==> config.mk <==
export PLATFORM = sky130hd
export DESIGN_NAME = uart_tx
export DESIGN_NICKNAME = d
export VERILOG_FILES = /design/src/rtl/uart_pkg.sv /design/src/rtl/uart_baud_cnt.sv /design/src/rtl/uart_tx.sv
export SDC_FILE = /design/constraint.sdc
export NUM_CORES = 1
export LEC_CHECK = 0
export CORE_ASPECT_RATIO = 0.8
export CORE_MARGIN = 3
export CORE_UTILIZATION = 60
export CTS_CLUSTER_DIAMETER = 60
export DETAILED_ROUTE_END_ITERATION = 8
export GPL_TIMING_DRIVEN = 1
export PLACE_DENSITY_LB_ADDON = 0.08
export SYNTH_ARGS = -nofsm -noshare
export SYNTH_HDL_FRONTEND = slang
export SYNTH_HIERARCHICAL = 1
export SYNTH_SLANG_ARGS = --single-unit
==> constraint.sdc <==
create_clock -name clk -period 6.7 [get_ports clk]
set_input_delay 2.01 -clock clk [delete_from_list [all_inputs] [get_ports clk]]
set_output_delay 2.01 -clock clk [all_outputs]
set_load 0.02 [all_outputs]
==> src/rtl/uart_pkg.sv <==
// -----------------------------------------------------------------------------
// uart_pkg
//   Definitions shared by the UART transmit path and the future receive path:
//   FSM state encoding, parity mode constants and the baud divider function.
// -----------------------------------------------------------------------------
package uart_pkg;

    // Frame FSM states.
    typedef enum logic [2:0] {
        IDLE   = 3'd0,
        START  = 3'd1,
        DATA   = 3'd2,
        PARITY = 3'd3,
        STOP   = 3'd4
    } uart_state_e;

    // Parity modes.
    localparam int PAR_NONE = 0;
    localparam int PAR_ODD  = 1;
    localparam int PAR_EVEN = 2;

    // Clocks per bit cell, rounded to the nearest integer.
    function automatic int calc_div(input int clk_hz, input int baud);
        return (clk_hz + baud / 2) / baud;
    endfunction

endpackage

==> src/rtl/uart_baud_cnt.sv <==
// -----------------------------------------------------------------------------
// uart_baud_cnt
//   Restartable bit-cell counter running 0..DIV-1. A restart forces the count to
//   0, so cells are phase-aligned to the start bit.
// Ports:
//   clk       in   system clock
//   rst_x     in   asynchronous active-low reset
//   restart   in   hold the counter at 0 (asserted while the transmitter idles)
//   cell_end  out  high while the count is DIV-1 (last clock of a bit cell)
// -----------------------------------------------------------------------------
module uart_baud_cnt #(
    parameter int DIV = 434
) (
    input  logic clk,
    input  logic rst_x,
    input  logic restart,
    output logic cell_end
);

    localparam int              CNT_W = (DIV > 1) ? $clog2(DIV) : 1;
    localparam logic [CNT_W-1:0] LAST = CNT_W'(DIV - 1);

    logic [CNT_W-1:0] cnt;

    // NOTE: state registers use non-blocking assignments so every flop samples
    // pre-edge values regardless of block ordering.
    always_ff @(posedge clk or negedge rst_x) begin
        if (!rst_x) begin
            cnt <= '0;
        end else if (restart || cnt == LAST) begin
            cnt <= '0;
        end else begin
            cnt <= cnt + CNT_W'(1);
        end
    end

    assign cell_end = (cnt == LAST);

endmodule

==> src/rtl/uart_tx.sv <==
// -----------------------------------------------------------------------------
// uart_tx
//   Byte-wide asynchronous serial transmitter. Frames a byte as start bit,
//   DATA_BITS data bits LSB first, optional parity and STOP_BITS stop bits.
// Ports:
//   clk    in   system clock, rising edge
//   rst_x  in   asynchronous active-low reset; aborts any frame in progress
//   data   in   byte to send, sampled only on the accept edge
//   valid  in   data is offered
//   ready  out  block can accept (transfer = valid & ready at a rising edge)
//   busy   out  a frame is in progress
//   txd    out  serial line, idle/mark = 1
// All outputs are registered.
// -----------------------------------------------------------------------------
module uart_tx #(
    parameter int CLK_HZ    = 50000000,
    parameter int BAUD      = 115200,
    parameter int DATA_BITS = 8,
    parameter int PARITY    = 0,
    parameter int STOP_BITS = 1
) (
    input  logic                 clk,
    input  logic                 rst_x,
    input  logic [DATA_BITS-1:0] data,
    input  logic                 valid,
    output logic                 ready,
    output logic                 busy,
    output logic                 txd
);

    import uart_pkg::*;

    localparam int DIV   = calc_div(CLK_HZ, BAUD);
    localparam int IDX_W = $clog2(DATA_BITS);

    if (DIV < 2) begin : g_bad_div
        $error("uart_tx: DIV=%0d must be at least 2", DIV);
    end
    if (DATA_BITS < 5 || DATA_BITS > 8) begin : g_bad_data_bits
        $error("uart_tx: DATA_BITS=%0d outside 5..8", DATA_BITS);
    end
    if (STOP_BITS < 1 || STOP_BITS > 2) begin : g_bad_stop_bits
        $error("uart_tx: STOP_BITS=%0d must be 1 or 2", STOP_BITS);
    end
    if (PARITY < 0 || PARITY > 2) begin : g_bad_parity
        $error("uart_tx: PARITY=%0d must be 0, 1 or 2", PARITY);
    end

    // The PARITY parameter shadows the imported state name, so state labels
    // are written with explicit package scope throughout.
    uart_state_e          state;
    logic [DATA_BITS-1:0] shreg;
    logic [IDX_W-1:0]     bit_idx;
    logic                 stop_idx;
    logic                 par_acc;
    logic                 cell_end;

    // Counter sits at 0 while idle, so the first cell starts exactly on accept.
    uart_baud_cnt #(.DIV(DIV)) u_baud_cnt (
        .clk      (clk),
        .rst_x    (rst_x),
        .restart  (state == uart_pkg::IDLE),
        .cell_end (cell_end)
    );

    always_ff @(posedge clk or negedge rst_x) begin
        if (!rst_x) begin
            state    <= uart_pkg::IDLE;
            shreg    <= '0;
            bit_idx  <= '0;
            stop_idx <= 1'b0;
            par_acc  <= 1'b0;
            txd      <= 1'b1;
            ready    <= 1'b1;
            busy     <= 1'b0;
        end else begin
            case (state)
                uart_pkg::IDLE: begin
                    if (valid && ready) begin
                        state    <= uart_pkg::START;
                        shreg    <= data;
                        bit_idx  <= '0;
                        stop_idx <= 1'b0;
                        par_acc  <= 1'b0;
                        txd      <= 1'b0;
                        ready    <= 1'b0;
                        busy     <= 1'b1;
                    end
                end

                uart_pkg::START: begin
                    if (cell_end) begin
                        state   <= uart_pkg::DATA;
                        txd     <= shreg[0];
                        par_acc <= par_acc ^ shreg[0];
                        shreg   <= shreg >> 1;
                        bit_idx <= '0;
                    end
                end

                uart_pkg::DATA: begin
                    if (cell_end) begin
                        if (bit_idx == IDX_W'(DATA_BITS - 1)) begin
                            if (PARITY != PAR_NONE) begin
                                state <= uart_pkg::PARITY;
                                // par_acc holds the XOR of every data bit sent.
                                txd   <= (PARITY == PAR_ODD) ? ~par_acc : par_acc;
                            end else begin
                                state <= uart_pkg::STOP;
                                txd   <= 1'b1;
                            end
                        end else begin
                            txd     <= shreg[0];
                            par_acc <= par_acc ^ shreg[0];
                            shreg   <= shreg >> 1;
                            bit_idx <= bit_idx + IDX_W'(1);
                        end
                    end
                end

                uart_pkg::PARITY: begin
                    if (cell_end) begin
                        state <= uart_pkg::STOP;
                        txd   <= 1'b1;
                    end
                end

                uart_pkg::STOP: begin
                    if (cell_end) begin
                        if (STOP_BITS == 1 || stop_idx == 1'b1) begin
                            state <= uart_pkg::IDLE;
                            ready <= 1'b1;
                            busy  <= 1'b0;
                        end else begin
                            stop_idx <= 1'b1;
                        end
                    end
                end

                default: begin
                    state <= uart_pkg::IDLE;
                    txd   <= 1'b1;
                    ready <= 1'b1;
                    busy  <= 1'b0;
                end
            endcase
        end
    end

endmodule

==> results of run 1 <==
[cell families (layout without fill, tap and decap cells)]
logic type | after synthesis | in the layout | share of synthesized area [%]
simple gates | 45 | 45 | 18.5
xor+xnor | 4 | 4 | 2.43
mux | 9 | 9 | 6.93
buf+inv | 10 | 23 | 4.07
fa+ha+maj | 4 | 4 | 3.47
flops | 26 | 26 | 45.2
compound gates | 39 | 39 | 19.4
[per-stage QoR]
step	utilization (%)	std cells
2_1_floorplan	-	137
3_3_place_gp	71.0	171
3_5_place_dp	71.0	171
4_1_cts	72.7	175
5_1_grt	72.7	175
6_report	72.7	175
[metal layers]
metal / up-vias / global-route usage [%]
met5: - / 0
met4: 0 / 7.22
met3: 5 / 4.71
met2: 34 / 32.0
met1: 513 / 26.3
li1: 529 / -
[report_power, final]
group	switching (mW)	leakage [nW]	internal [mW]
registers	0	0.351	0.157
clock network	0.0469	0.0210	0.0333
logic	0.00467	0.310	0.00630
total	0.0515	0.682	0.197
[sequential cells by signal, indices dropped and copies added, names as in the netlist]
name,flops
ready,1
bit_idx,3
u_baud_cnt/cnt,9
state,3
busy,1
shreg,8
txd,1
[cell type report]
| cell class | instances | area share (%) |
|---|---|---|
| inverter | 5 | 1.17 |
| tap | 25 | 1.94 |
| sequential | 26 | 40.6 |
| clock buffer | 4 | 2.26 |
| timing repair buffer | 14 | 8.55 |
| multi-input combinational | 101 | 45.5 |
[synth_stat cells (2+ instances only)]
master	instances
sky130_fd_sc_hd__a21bo_1	2
sky130_fd_sc_hd__a21oi_1	12
sky130_fd_sc_hd__a31oi_1	12
sky130_fd_sc_hd__buf_2	2
sky130_fd_sc_hd__buf_6	2
sky130_fd_sc_hd__dfrtp_1	24
sky130_fd_sc_hd__dfstp_2	2
sky130_fd_sc_hd__ha_1	4
sky130_fd_sc_hd__inv_1	5
sky130_fd_sc_hd__mux2_4	2
sky130_fd_sc_hd__mux2i_1	7
sky130_fd_sc_hd__nand2_1	8
sky130_fd_sc_hd__nand2b_1	3
sky130_fd_sc_hd__nand3_1	3
sky130_fd_sc_hd__nand4_1	3
sky130_fd_sc_hd__nor2_1	10
sky130_fd_sc_hd__nor2b_1	2
sky130_fd_sc_hd__nor3_1	5
sky130_fd_sc_hd__o21ai_1	4
sky130_fd_sc_hd__or3_1	2
sky130_fd_sc_hd__xnor2_1	2
sky130_fd_sc_hd__xor2_1	2
[final timing paths]
check / end / slack, ns / cells past startpoint
max in group asynchronous: ready$_DFFE_PN1P_ / 4.37 / 2
max: ready / 3.11 / 1
min in group asynchronous: u_baud_cnt/cnt[6]$_DFF_PN0_ / 2.05 / 2
min reg2reg: bit_idx[2]$_DFFE_PN0P_ / 0.52 / 1
max reg2reg: shreg[7]$_DFFE_PN0P_ / 3.95 / 6
min: bit_idx[2]$_DFFE_PN0P_ / 0.52 / 1
==> impl_metrics.xml, run 1 <==
<?xml version="1.0" encoding="UTF-8"?>
<metrics>
  <group name="routing">
    <metric name="detail_route.wl_per_cell" unit="um">15.1</metric>
    <metric name="met3_length" unit="um">155</metric>
    <metric name="via_count" unit="">1081</metric>
    <metric name="drc" unit="">0</metric>
    <metric name="route.final.wire_length" unit="um">2650</metric>
    <metric name="highest-signal-layer" unit="">met4</metric>
    <metric name="routed-wl-met2" unit="um">1220</metric>
    <metric name="drtAntennaViolNets" unit="">0</metric>
    <metric name="initialDrtViolationCount" unit="">65</metric>
    <metric name="firstDrtPassIters" unit="">4</metric>
    <metric name="vias_per_cell" unit="">6.18</metric>
    <metric name="wl_met1" unit="um">1240</metric>
  </group>
  <group name="grt">
    <metric name="overall_track_demand_over_capacity_in_global_routing" unit="%">20.1</metric>
    <metric name="grt_first_pass_wirelength" unit="um">4590</metric>
    <metric name="global_route.overflow_total" unit="">0</metric>
    <metric name="grt_antenna_before_repair" unit="">0</metric>
    <metric name="grt_max_degree" unit="">27</metric>
    <metric name="grt_pass1_vias" unit="">1067</metric>
  </group>
  <group name="finish">
    <metric name="multi_input_area" unit="um^2">732</metric>
    <metric name="nFillCells" unit="">179</metric>
    <metric name="layout.cell_area.non_filler" unit="um^2">1610</metric>
    <metric name="seq_area" unit="um^2">653</metric>
    <metric name="num-nets-final" unit="">166</metric>
    <metric name="layout_commonest_cell" unit="">sky130_fd_sc_hd__dfrtp_1</metric>
    <metric name="final_cell_mix" unit="">sky130_fd_sc_hd__dfrtp_1 (24), sky130_fd_sc_hd__clkdlybuf4s50_1 (13), sky130_fd_sc_hd__a31oi_1 (12), sky130_fd_sc_hd__a21oi_1 (12), sky130_fd_sc_hd__nor2_1 (10)</metric>
    <metric name="num_antenna_cells" unit="">0</metric>
    <metric name="area_growth_syn_to_layout" unit="%">11.4</metric>
    <metric name="post_route_cells_drive_above_1_share" unit="%">12.0</metric>
  </group>
  <group name="synthesis">
    <metric name="syn-num-nets" unit="">152</metric>
    <metric name="synthDistinctLibCells" unit="">41</metric>
    <metric name="synth_top_cell_by_area" unit="">sky130_fd_sc_hd__dfrtp_1</metric>
    <metric name="synth_flop_cell" unit="">sky130_fd_sc_hd__dfrtp_1</metric>
    <metric name="yosysSeqAreaShare" unit="%">45.2</metric>
    <metric name="yosys_warning_count" unit="">6</metric>
    <metric name="synth_top_cell_area_share" unit="%">41.6</metric>
    <metric name="async_flop_share" unit="%">100</metric>
    <metric name="post_synthesis_cells" unit="">137</metric>
    <metric name="synth-edff-count" unit="">0</metric>
    <metric name="leading_post_synthesis_cells_by_cell_area" unit="">sky130_fd_sc_hd__dfrtp_1 (42%), sky130_fd_sc_hd__a31oi_1 (5.2%), sky130_fd_sc_hd__mux2i_1 (4.9%), sky130_fd_sc_hd__a21oi_1 (4.2%), sky130_fd_sc_hd__dfstp_2 (3.6%)</metric>
    <metric name="post_synth.cell_area_avg" unit="um^2">10.5</metric>
    <metric name="postSynthRegisterBits" unit="">26</metric>
    <metric name="synthesis.area" unit="um^2">1440</metric>
  </group>
  <group name="critical_path">
    <metric name="critical_path.top_delay_family" unit="">flip-flops</metric>
    <metric name="r2r_start" unit="">u_baud_cnt/cnt[2]$_DFF_PN0_</metric>
    <metric name="worstSetupStartpoint" unit="">ready$_DFFE_PN1P_</metric>
    <metric name="cpMaxStageDelayCell" unit="">sky130_fd_sc_hd__dfstp_2</metric>
    <metric name="endpoint_kind" unit="">output port</metric>
    <metric name="cp_cell_sequence" unit="">clkdlybuf4s50_1</metric>
    <metric name="slowest_stage_delay_on_critical_path" unit="ns">0.63</metric>
    <metric name="critPathKind" unit="">flip-flop to output port</metric>
    <metric name="cp.arrival" unit="ns">1.58</metric>
    <metric name="critPathMaxFanout" unit="">7</metric>
    <metric name="start_kind" unit="">flip-flop</metric>
    <metric name="worstPathRequired" unit="ns">4.69</metric>
    <metric name="path_buf_inv" unit="">1</metric>
  </group>
  <group name="sta">
    <metric name="finalHoldViolations" unit="">0</metric>
    <metric name="report.final.setup_viol" unit="">0</metric>
    <metric name="finalCriticalPeriod" unit="ns">3.59</metric>
    <metric name="final-max-slew-violation-count" unit="">0</metric>
    <metric name="max_slew_margin" unit="%">45.7</metric>
    <metric name="worst_slack" unit="ns">3.11</metric>
    <metric name="fmax" unit="MHz">278</metric>
    <metric name="hold-worst-slack" unit="ns">0.516</metric>
    <metric name="skew" unit="ns">0.00468</metric>
    <metric name="tightest_slew" unit="ns">0.808</metric>
    <metric name="fin_crit_sh" unit="%">53.6</metric>
    <metric name="rsz0062_at_grt" unit="">no</metric>
    <metric name="fin_setup_tns" unit="ns">0</metric>
  </group>
  <group name="die">
    <metric name="row_count" unit="">15</metric>
    <metric name="design.core.area" unit="um^2">2210</metric>
    <metric name="ios" unit="">14</metric>
    <metric name="initial_core_util" unit="%">65.2</metric>
    <metric name="dieArea" unit="um^2">3030</metric>
    <metric name="floorplan.die.height" unit="um">49.9</metric>
    <metric name="die_w" unit="um">60.8</metric>
  </group>
  <group name="clocking">
    <metric name="cts_buffers" unit="">3</metric>
    <metric name="h_tree_lvl_count" unit="">1</metric>
    <metric name="cts.sinks" unit="">26</metric>
    <metric name="cts_post_setup_buffers_inserted" unit="">0</metric>
    <metric name="reg_clk_slew_reported_paths" unit="ns">0.14</metric>
    <metric name="ctsHoldBuffers" unit="">0</metric>
    <metric name="clk_root_buffer_cell" unit="">sky130_fd_sc_hd__clkbuf_4</metric>
    <metric name="cts.repair.resized" unit="">0</metric>
    <metric name="clock_latency" unit="ns">0.33</metric>
    <metric name="cts_max_path_buffers" unit="">2</metric>
    <metric name="tritoncts_clock_tree" unit="">yes</metric>
  </group>
  <group name="place">
    <metric name="placement_cell_area" unit="um^2">1570</metric>
    <metric name="placement.io_buffers" unit="">13</metric>
    <metric name="gpl.final_weighted_congestion" unit="">0.764</metric>
    <metric name="pre_cts_slack" unit="ns">3.04</metric>
    <metric name="detailedPlacementHpwl" unit="um">1930</metric>
  </group>
  <group name="power_and_ir_drop">
    <metric name="power.static_leakage" unit="nW">0.682</metric>
    <metric name="vdd_ir_drop_max" unit="V">0.000120</metric>
    <metric name="report.power.total" unit="mW">0.248</metric>
    <metric name="power.density" unit="nW/um^2">154</metric>
  </group>
  <group name="hold_path">
    <metric name="hold_class" unit="">flip-flop to flip-flop</metric>
    <metric name="min_from" unit="">bit_idx[2]$_DFFE_PN0P_</metric>
  </group>
  <group name="run">
    <metric name="cap_viol_max_count" unit="">0</metric>
  </group>
  <group name="outcome">
    <metric name="outcome" unit="">complete, no violations</metric>
  </group>
</metrics>
No activity file was read; power rests on OpenSTA's default activity.
==> inputs of run 2 (changes only) <==
Settings changed: CORE_UTILIZATION 60 to 50.
Clock period 6.7 ns to 3.2 ns, I/O delays scaled along.
==> run 2 against run 1 <==
Net effect: clock skew up 0.0047 ns; clock power rose by 100%; count of clock-buffer cells in the layout stayed put; first-iteration DRC count grew 15%; core utilization decreased by 10 points; final cell count grew 6.9%; critical path depth unchanged; register-to-register slack got worse by 3.1 ns; critical endpoint unchanged; highest routed layer unchanged.
==> impl_metrics.xml, run 2 (same netlist as run 1, synthesis figures left out) <==
<?xml version="1.0" encoding="UTF-8"?>
<metrics>
  <group name="outcome">
    <metric name="outcome" unit="">complete, no violations</metric>
  </group>
  <group name="hold_path">
    <metric name="hold_class" unit="">flip-flop to flip-flop</metric>
  </group>
  <group name="routing">
    <metric name="route.final.wire_length" unit="um">2560</metric>
    <metric name="drc" unit="">0</metric>
    <metric name="via_count" unit="">1056</metric>
    <metric name="firstDrtPassIters" unit="">4</metric>
    <metric name="vias_per_cell" unit="">5.65</metric>
    <metric name="initialDrtViolationCount" unit="">75</metric>
    <metric name="detail_route.wl_per_cell" unit="um">13.7</metric>
    <metric name="drtAntennaViolNets" unit="">0</metric>
  </group>
  <group name="sta">
    <metric name="tightest_slew" unit="ns">0.658</metric>
    <metric name="finalCriticalPeriod" unit="ns">2.53</metric>
    <metric name="fmax" unit="MHz">395</metric>
    <metric name="skew" unit="ns">0.00937</metric>
    <metric name="max_slew_margin" unit="%">55.8</metric>
    <metric name="fin_setup_tns" unit="ns">0</metric>
    <metric name="rsz0062_at_grt" unit="">no</metric>
    <metric name="fin_crit_sh" unit="%">79.1</metric>
    <metric name="final-max-slew-violation-count" unit="">0</metric>
    <metric name="report.final.setup_viol" unit="">0</metric>
    <metric name="hold-worst-slack" unit="ns">0.515</metric>
    <metric name="finalHoldViolations" unit="">0</metric>
  </group>
  <group name="place">
    <metric name="placement.io_buffers" unit="">13</metric>
    <metric name="dp.cells" unit="">183</metric>
    <metric name="placement_cell_area" unit="um^2">1590</metric>
    <metric name="gpl.final_weighted_congestion" unit="">0.761</metric>
    <metric name="detailedPlacementHpwl" unit="um">1830</metric>
  </group>
  <group name="critical_path">
    <metric name="cp.arrival" unit="ns">1.57</metric>
    <metric name="path_buf_inv" unit="">1</metric>
    <metric name="start_kind" unit="">flip-flop</metric>
    <metric name="cp_cell_sequence" unit="">clkdlybuf4s50_1</metric>
    <metric name="slowest_stage_delay_on_critical_path" unit="ns">0.63</metric>
    <metric name="endpoint_kind" unit="">output port</metric>
    <metric name="worstPathRequired" unit="ns">2.24</metric>
    <metric name="critPathMaxFanout" unit="">7</metric>
    <metric name="critPathKind" unit="">flip-flop to output port</metric>
    <metric name="cpMaxStageDelayCell" unit="">sky130_fd_sc_hd__dfstp_2</metric>
    <metric name="critical_path.top_delay_family" unit="">flip-flops</metric>
  </group>
  <group name="clocking">
    <metric name="cts.repair.resized" unit="">0</metric>
    <metric name="reg_clk_slew_reported_paths" unit="ns">0.14</metric>
    <metric name="clk_root_buffer_cell" unit="">sky130_fd_sc_hd__clkbuf_4</metric>
    <metric name="cts.sinks" unit="">26</metric>
    <metric name="clock_latency" unit="ns">0.32</metric>
    <metric name="h_tree_lvl_count" unit="">1</metric>
    <metric name="cts_post_setup_buffers_inserted" unit="">0</metric>
    <metric name="cts_buffers" unit="">3</metric>
    <metric name="cts_max_path_buffers" unit="">2</metric>
    <metric name="ctsHoldBuffers" unit="">0</metric>
    <metric name="tritoncts_clock_tree" unit="">yes</metric>
  </group>
  <group name="die">
    <metric name="ios" unit="">14</metric>
    <metric name="floorplan.die.height" unit="um">54.1</metric>
    <metric name="design.core.area" unit="um^2">2600</metric>
    <metric name="initial_core_util" unit="%">55.5</metric>
    <metric name="dieArea" unit="um^2">3570</metric>
    <metric name="die_w" unit="um">66.1</metric>
    <metric name="row_count" unit="">16</metric>
  </group>
  <group name="finish">
    <metric name="nFillCells" unit="">228</metric>
    <metric name="largest_register" unit="">u_baud_cnt/cnt</metric>
    <metric name="area_growth_syn_to_layout" unit="%">12.9</metric>
    <metric name="num-nets-final" unit="">167</metric>
    <metric name="post_route_cells_drive_above_1_share" unit="%">12.6</metric>
    <metric name="seq_area" unit="um^2">653</metric>
    <metric name="multi_input_area" unit="um^2">732</metric>
    <metric name="largest_register_ffs" unit="">9</metric>
    <metric name="largest_registers_in_the_final_layout" unit="">u_baud_cnt/cnt: 9 flops, shreg: 8 flops</metric>
    <metric name="num_antenna_cells" unit="">0</metric>
    <metric name="final_cell_mix" unit="">sky130_fd_sc_hd__dfrtp_1 (24), sky130_fd_sc_hd__clkdlybuf4s50_1 (13), sky130_fd_sc_hd__a31oi_1 (12), sky130_fd_sc_hd__a21oi_1 (12), sky130_fd_sc_hd__nor2_1 (10)</metric>
    <metric name="instances_no_fill" unit="">187</metric>
    <metric name="layout.cell_area.non_filler" unit="um^2">1630</metric>
    <metric name="layout_commonest_cell" unit="">sky130_fd_sc_hd__dfrtp_1</metric>
  </group>
  <group name="grt">
    <metric name="grt_first_pass_wirelength" unit="um">4530</metric>
    <metric name="grt_max_degree" unit="">27</metric>
    <metric name="grt_antenna_before_repair" unit="">0</metric>
    <metric name="overall_track_demand_over_capacity_in_global_routing" unit="%">16.8</metric>
    <metric name="grt_pass1_vias" unit="">993</metric>
    <metric name="global_route.overflow_total" unit="">0</metric>
  </group>
  <group name="power_and_ir_drop">
    <metric name="report.power.total" unit="mW">0.515</metric>
    <metric name="power.density" unit="nW/um^2">316</metric>
    <metric name="cellInternalPower" unit="mW">0.411</metric>
    <metric name="netSwitchingPower" unit="mW">0.103</metric>
    <metric name="power.clock.fraction" unit="%">31.6</metric>
    <metric name="power.static_leakage" unit="nW">0.688</metric>
    <metric name="power.combinational.fraction" unit="%">4.5</metric>
    <metric name="sw_frac_of_total" unit="%">20.1</metric>
    <metric name="sequentialPowerShare" unit="%">63.8</metric>
    <metric name="vdd_ir_drop_max" unit="V">0.000266</metric>
  </group>
  <group name="run">
    <metric name="cap_viol_max_count" unit="">0</metric>
  </group>
</metrics>
==> run 2: changes by cell type in the layout (fill, tap and decap cells not counted), sizes merged <==
cell / previous run / this run
buf: 1 / 2
==> run 2: per-stage QoR <==
stage / util, % / worst slack [ns]
3_5_place_dp: 61.3 / 0.562
3_3_place_gp: 61.3 / 0.613
2_1_floorplan: - / 0.954
6_report: 62.6 / 0.667
5_1_grt: 62.6 / 0.614
4_1_cts: 62.6 / 0.648
==> run 2: power by group through the flow <==
| stage | logic (mW) | clock network [mW] | registers, mW |
|---|---|---|---|
| floorplan | 0.00307 | 0 | 0.335 |
| global placement | 0.0237 | 0 | 0.335 |
| detailed placement | 0.0239 | 0 | 0.335 |
| CTS | 0.0239 | 0.174 | 0.329 |
| global route | 0.0258 | 0.184 | 0.329 |
| finish | 0.0233 | 0.163 | 0.329 |
==> run 2: cell type report <==
type                       instances  area share (%)
clock buffer                       4            2.23
timing repair buffer              15            8.90
inverter                           5            1.15
multi-input combinational        101            44.9
tap                               36            2.76
sequential                        26            40.1
==> run 2: metal layers <==
layer | share of wire (%) | wire length (um) | vias up | global-route usage [%]
li1 | - | - | 533 | -
met1 | 50 | 1270 | 493 | 22.3
met2 | 43 | 1100 | 26 | 27.3
met3 | 6.3 | 160 | 4 | 4.80
met4 | 0.90 | 23 | 0 | 3.72
met5 | 0 | 0 | - | 0
==> run 2: worst paths after layout <==
kind | depth (start not counted) | slack [ns] | end | from
setup / recovery | 1 | 0.67 | ready | ready$_DFFE_PN1P_
hold / removal | 1 | 0.51 | bit_idx[1]$_DFFE_PN0P_ | bit_idx[1]$_DFFE_PN0P_
setup reg to reg | 7 | 0.90 | shreg[7]$_DFFE_PN0P_ | u_baud_cnt/cnt[2]$_DFF_PN0_
hold reg to reg | 1 | 0.51 | bit_idx[1]$_DFFE_PN0P_ | bit_idx[1]$_DFFE_PN0P_
max in group asynchronous | 2 | 1.93 | txd$_DFFE_PN1P_ | rst_x
min in group asynchronous | 2 | 0.98 | busy$_DFFE_PN0P_ | rst_x
==> RTL change 1, RTL diff (config.mk and constraints of run 2) <==
`CLK_HZ`: 50000000 -> 25000000.
--- a/src/rtl/uart_tx.sv
+++ b/src/rtl/uart_tx.sv
@@ -13,7 +13,7 @@
 // All outputs are registered.
 // -----------------------------------------------------------------------------
 module uart_tx #(
-    parameter int CLK_HZ    = 50000000,
+    parameter int CLK_HZ    = 25000000,
     parameter int BAUD      = 115200,
     parameter int DATA_BITS = 8,
     parameter int PARITY    = 0,
Formal check against the unedited RTL: no difference found for any inputs over 10 cycles, from zero or initial values and one cycle with rst_x low; that may be too few to reach the edited logic, so the function may still have changed.
==> RTL change 1 against run 2 <==
  * Sequential cell count down 1
  * Synthesized area down 6.8%
  * Routed wire length down 2.7%
  * Total power down 7.7%
  * Setup slack worse by 4.9 ps
  * Non-clock buffer count down 1
  * Design area down 7.1%
  * Cell count down 4.8%
==> RTL change 1: results (changes against run 2) <==
STA
  – Measured slew at the worst slew-check pin: 524 ps (was 658 ps)
  – Final critical path time including I/O delays and setup: 2540 ps (was 2530 ps)
  – Post-Route Skew: 16.9 ps (was 9.37 ps)

GRT
  – Maximum number of pins on one net before global-route repair: 26 (was 27)
  – First-pass GRT wire length: 4.20 mm (was 4.53 mm)
  – Remaining Overflow, GRT: 0 (unchanged)
  – Antenna violations before repair: 0 (unchanged)
  – Number of global-route vias before repair: 916 (was 993)
  – GRT Resource Usage Total: 16.2% (was 16.8%)

Clock tree
  – Total number of H-tree levels: 1 (unchanged)

Power
  – Standby leakage power: 0.638 nW (was 0.688 nW)
  – Maximum vdd drop: 0.286 mV (was 0.266 mV)
  – Power density over the cells: 314 nW/um^2 (was 316 nW/um^2)

Route
  – Via density per instance: 5.62 (was 5.65)
  – Iteration count of the initial detailed-routing pass: 4 (unchanged)
  – Violation count after the first detailed-route iteration: 54 (was 75)
  – Total via count after detailed routing: 1,001 (was 1,056)

Critical path
  – Data arrival time of the critical path: 1580 ps
  – Worst reg2reg path depth: 8 (was 7)
  – Maximum fanout along the worst path: 7 (unchanged)

Run status
  – Status: finished clean (unchanged)

Synthesis
  – Post-synthesis net count: 144 (was 152)
  – Average instance area after synthesis: 10.4 um^2 (was 10.5 um^2)
  – Cell types with the largest area share after synthesis: sky130_fd_sc_hd__dfrtp_1, sky130_fd_sc_hd__mux2i_1, sky130_fd_sc_hd__a21oi_1 (was sky130_fd_sc_hd__dfrtp_1, sky130_fd_sc_hd__a31oi_1, sky130_fd_sc_hd__mux2i_1)
  – Sequential-to-total area share from yosys stat: 46.7% (was 45.2%)
  – Cell variety after synth: 35 (was 41)
  – Leading post-synthesis cells by instance count: sky130_fd_sc_hd__dfrtp_1, sky130_fd_sc_hd__a21oi_1, sky130_fd_sc_hd__nor2_1 (was sky130_fd_sc_hd__dfrtp_1, sky130_fd_sc_hd__a21oi_1, sky130_fd_sc_hd__a31oi_1)

Finish
  – NumNets Final: 158 (was 167)
  – Share of layout cells above drive strength 1: 10.6% (was 12.6%)
  – Top flop regs: shreg (8), u_baud_cnt/cnt (8) (was u_baud_cnt/cnt (9), shreg (8))
  – FILL cells: 212 (was 228)

Placed design
  – Cell area after placement: 1490 um^2 (was 1590 um^2)
  – Total instance count after detailed placement: 174 (was 183)
  – HPWL after detailed placement: 1.79 mm (was 1.83 mm)
  – Final weighted congestion in routability-driven placement: 0.765 (was 0.761)
[RTL change 1: area by class of cell]
type	count	share of cell area (%)
Tap cell	36	2.97
Clock buffer	3	1.49
Timing Repair Buffer	14	9.08
Multi-Input combinational cell	95	43.7
Clock inverter	1	0.330
Inverter	4	0.991
Sequential cell	25	41.5
[RTL change 1: path summary, 6_finish.rpt]
kind / startpoint / end / slack [ps]
setup / recovery: ready / ready / 660
hold / removal: bit_idx[2] / bit_idx[2] / 510
setup reg to reg: u_baud_cnt/cnt[0] / shreg[7] / 780
hold reg to reg: bit_idx[2] / bit_idx[2] / 510
max in group asynchronous: rst_x / txd / 1930
min in group asynchronous: rst_x / u_baud_cnt/cnt[7] / 990
[RTL change 1: metrics by stage]
step                      setup slack [ps]  hold slack (ps)  power [mW]
after floorplan                       1270              452       0.325
after global placement                 615              477       0.345
after detailed placement               557              481       0.346
after CTS                              651              512       0.484
after global routing                   600              554       0.500
final                                  662              508       0.475
[RTL change 1: power by group]
group          leakage, nW  switching, mW  internal [mW]
clock network       0.0177         0.0892         0.0467
registers            0.337              0          0.316
logic                0.283         0.0102         0.0132
total                0.638         0.0994          0.376
[RTL change 1: cells by family (layout without fill, tap and decap cells)]
family / count (synthesis) / in the layout / synth area share [%]
mux: 9 / 9 / 7.44
flops: 25 / 25 / 46.7
simple gates: 42 / 42 / 17.7
xor+xnor: 4 / 4 / 2.61
buf+inv: 9 / 22 / 4.09
compound gates: 36 / 36 / 17.8
fa+ha+maj: 4 / 4 / 3.72
[RTL change 1: routing by layer]
layer  global-route usage [%]  wire (um)  share of wire, %  vias up
met5                        0          0                 0        -
met4                     2.15         10              0.40        0
met3                     5.36         96               3.9        2
met2                     27.1       1140                46       19
met1                     21.0       1240                50      488
li1                         -          -                 -      492
==> RTL change 2, RTL diff (flow settings as in run 2) <==
Without the edit above. Reset style: synchronous (`rst_x`), changed in 2 clocked blocks. Comments in the files are not updated.
--- a/src/rtl/uart_baud_cnt.sv
+++ b/src/rtl/uart_baud_cnt.sv
@@ -24,7 +24,7 @@
 
     // NOTE: state registers use non-blocking assignments so every flop samples
     // pre-edge values regardless of block ordering.
-    always_ff @(posedge clk or negedge rst_x) begin
+    always_ff @(posedge clk) begin
         if (!rst_x) begin
             cnt <= '0;
         end else if (restart || cnt == LAST) begin
--- a/src/rtl/uart_tx.sv
+++ b/src/rtl/uart_tx.sv
@@ -63,7 +63,7 @@
         .cell_end (cell_end)
     );
 
-    always_ff @(posedge clk or negedge rst_x) begin
+    always_ff @(posedge clk) begin
         if (!rst_x) begin
             state    <= uart_pkg::IDLE;
             shreg    <= '0;
Behaviour: differs if rst_x is asserted again (counterexample within 4 cycles, from zero or initial values and one cycle with rst_x low); with rst_x held inactive, the same outputs for 10 cycles.
==> RTL change 2 against run 2 <==
  * Non-clock buffer count decreased by 1
  * Routed wire length decreased by 5.6%
  * Sequential share of layout area decreased by 5.0 points
  * Setup slack improved by 110 ps
  * Utilization increased by 1.6 points
  * Die area decreased by 8.6%
  * Fmax increased by 4.5%
  * Design area decreased by 9.0%
  * Sequential cell count unchanged
  * Synthesized area decreased by 9.5%
Power is not compared: it rests on default switching activity, and its combinational part moved more than twofold at a synthesized area within 25%.
==> RTL change 2: results (changes against run 2) <==
Power
  – Standby leakage power: 0.508 nW

Synthesis
  – XOR/XNOR Fraction of Synth Area: 2.68% (was 2.43%)
  – Fraction of registers with async set/reset: 0% (was 100%)
  – Cell variety after synth: 44 (was 41)
  – Leading post-synthesis cells by instance count: sky130_fd_sc_hd__dfxtp_1, sky130_fd_sc_hd__nand2_1, sky130_fd_sc_hd__mux2i_1, sky130_fd_sc_hd__nor2_1, sky130_fd_sc_hd__o211ai_1 (was sky130_fd_sc_hd__dfrtp_1, sky130_fd_sc_hd__a21oi_1, sky130_fd_sc_hd__a31oi_1)
  – Synth Area in Compound Gates: 20.4% (was 19.4%)
  – Sequential-to-total area share from yosys stat: 39.8% (was 45.2%)
  – Post-synthesis net count: 158 (was 152)
  – Multiplexer fraction of the synthesized cell area: 7.66% (was 6.93%)
  – Area share of fa/ha/maj cells after synthesis: 3.83% (was 3.47%)
  – Cell types with the largest area share after synthesis: sky130_fd_sc_hd__dfxtp_1, sky130_fd_sc_hd__mux2i_1, sky130_fd_sc_hd__o211ai_1 (was sky130_fd_sc_hd__dfrtp_1, sky130_fd_sc_hd__a31oi_1, sky130_fd_sc_hd__mux2i_1)

GRT
  – Maximum number of pins on one net before global-route repair: 20 (was 27)
  – Number of global-route vias before repair: 1,010 (was 993)
  – Antenna violations before repair: 0 (unchanged)
  – GRT Resource Usage Total: 16.8% (about the same)
  – First-pass GRT wire length: 4.34 mm (was 4.53 mm)

Route
  – Iteration count of the initial detailed-routing pass: 4 (unchanged)
  – Detail-routed net length per standard cell: 12.8 um (was 13.7 um)
  – Violation count after the first detailed-route iteration: 50 (was 75)
  – Via density per instance: 5.63 (was 5.65)

Clock tree
  – Clock transition time at the flip-flop clock pins of the worst setup and hold paths: 130 ps
  – Maximum root-to-sink buffer count: 2 (unchanged)
  – CTS Root Buffer Type: sky130_fd_sc_hd__clkbuf_4 (unchanged)
  – Cts repair resizes: 0 (unchanged)
  – Post-CTS repair timing setup buffer count: 0 (unchanged)

STA
  – Worst slew margin relative to its limit: 44.2% (was 55.8%)
  – Number of hold-slack violations in the final timing report: 0 (unchanged)
  – Post-Route Skew: 13.8 ps (was 9.37 ps)

Placed design
  – Final weighted congestion in routability-driven placement: 0.794 (was 0.761)
  – Number of input and output port buffers inserted: 13 (unchanged)
  – HPWL after detailed placement: 1.78 mm (was 1.83 mm)

Worst hold path
  – Hold Path Class: flip-flop to flip-flop (unchanged)

Finish
  – Share of layout cells above drive strength 1: 7.10% (was 12.6%)
  – # diodes: 0 (unchanged)
  – NumNets Final: 171 (was 167)

Run status
  – Status: finished clean (unchanged)

Critical path
  – Data arrival time of the critical path: 2670 ps (was 1570 ps)
  – Maximum fanout along the worst path: 9 (was 7)
[RTL change 2: cell count changes in the layout (fill, tap and decap cells not counted), moves of 3 or more]
cell,delta
sky130_fd_sc_hd__nand2_1,+7
sky130_fd_sc_hd__dfrtp_1,-24
sky130_fd_sc_hd__o211ai_1,+7
sky130_fd_sc_hd__a31oi_1,-9
sky130_fd_sc_hd__dfxtp_1,+26
sky130_fd_sc_hd__a21oi_1,-9
sky130_fd_sc_hd__mux2i_1,+3
[RTL change 2: layout make-up]
class / instances / area (um^2)
tap: 34 / 42.5
inverter: 5 / 18.8
timing repair buffer: 14 / 138
clock buffer: 4 / 36.3
multi-input combinational: 106 / 728
sequential: 26 / 520
fill: 209 / 825
[RTL change 2: per-stage QoR]
step / setup WS [ps] / area, um^2 / hold slack (ps) / std cells / power [mW]
floorplan: 1180 / 1310 / 438 / 143 / 0.422
CTS: 809 / 1480 / 479 / 189 / 0.619
detailed placement: 559 / 1450 / 458 / 185 / 0.452
finish: 777 / 1480 / 474 / 189 / 0.610
global route: 685 / 1480 / 513 / 189 / 0.647
global placement: 609 / 1450 / 447 / 185 / 0.449
[RTL change 2: where the power goes]
group / leakage (nW) / internal, mW / switching [mW] / total, mW
registers: 0.212 / 0.340 / 0.0131 / 0.353
clock network: 0.0210 / 0.0696 / 0.0954 / 0.165
logic: 0.275 / 0.0449 / 0.0469 / 0.0918
total: 0.508 / 0.454 / 0.155 / 0.610
[RTL change 2: per-layer routing]
metal  share of wire (%)  global-route usage, %  vias to the layer above  routed length, um
met5                   0                      0                        -                  0
met2                  42                   26.6                       24               1000
met3                 5.0                   5.40                        2                120
met1                  53                   22.4                      495               1270
met4                0.62                   3.30                        0                 15
li1                    -                      -                      544                  -
[RTL change 2: cells by family after synthesis]
kind of cell | count (synthesis)
adder cells (fa/ha/maj) | 4
AO/OA/AOI/OAI | 37
AND/OR/NAND/NOR | 51
flip-flops | 26
XOR/XNOR | 4
buffers and inverters | 11
multiplexers | 10
[RTL change 2: critical path, stage by stage (launching register included)]
cell and delay [ps]:
sky130_fd_sc_hd__dfxtp_1 440, sky130_fd_sc_hd__ha_1 190, sky130_fd_sc_hd__nand2_1 150, sky130_fd_sc_hd__nor3_1 590, sky130_fd_sc_hd__nor2_1 310, sky130_fd_sc_hd__or3b_4 520
sky130_fd_sc_hd__o21ai_1 150
[RTL change 2: worst paths after layout]
| path | cells after the start | startpoint | end | slack [ps] |
|---|---|---|---|---|
| setup reg to reg | 6 | u_baud_cnt/cnt[0] | shreg[6] | 780 |
| hold reg to reg | 2 | bit_idx[1] | bit_idx[1] | 470 |
| hold / removal | 2 | bit_idx[1] | bit_idx[1] | 470 |
| setup / recovery | 6 | u_baud_cnt/cnt[0] | shreg[6] | 780 |
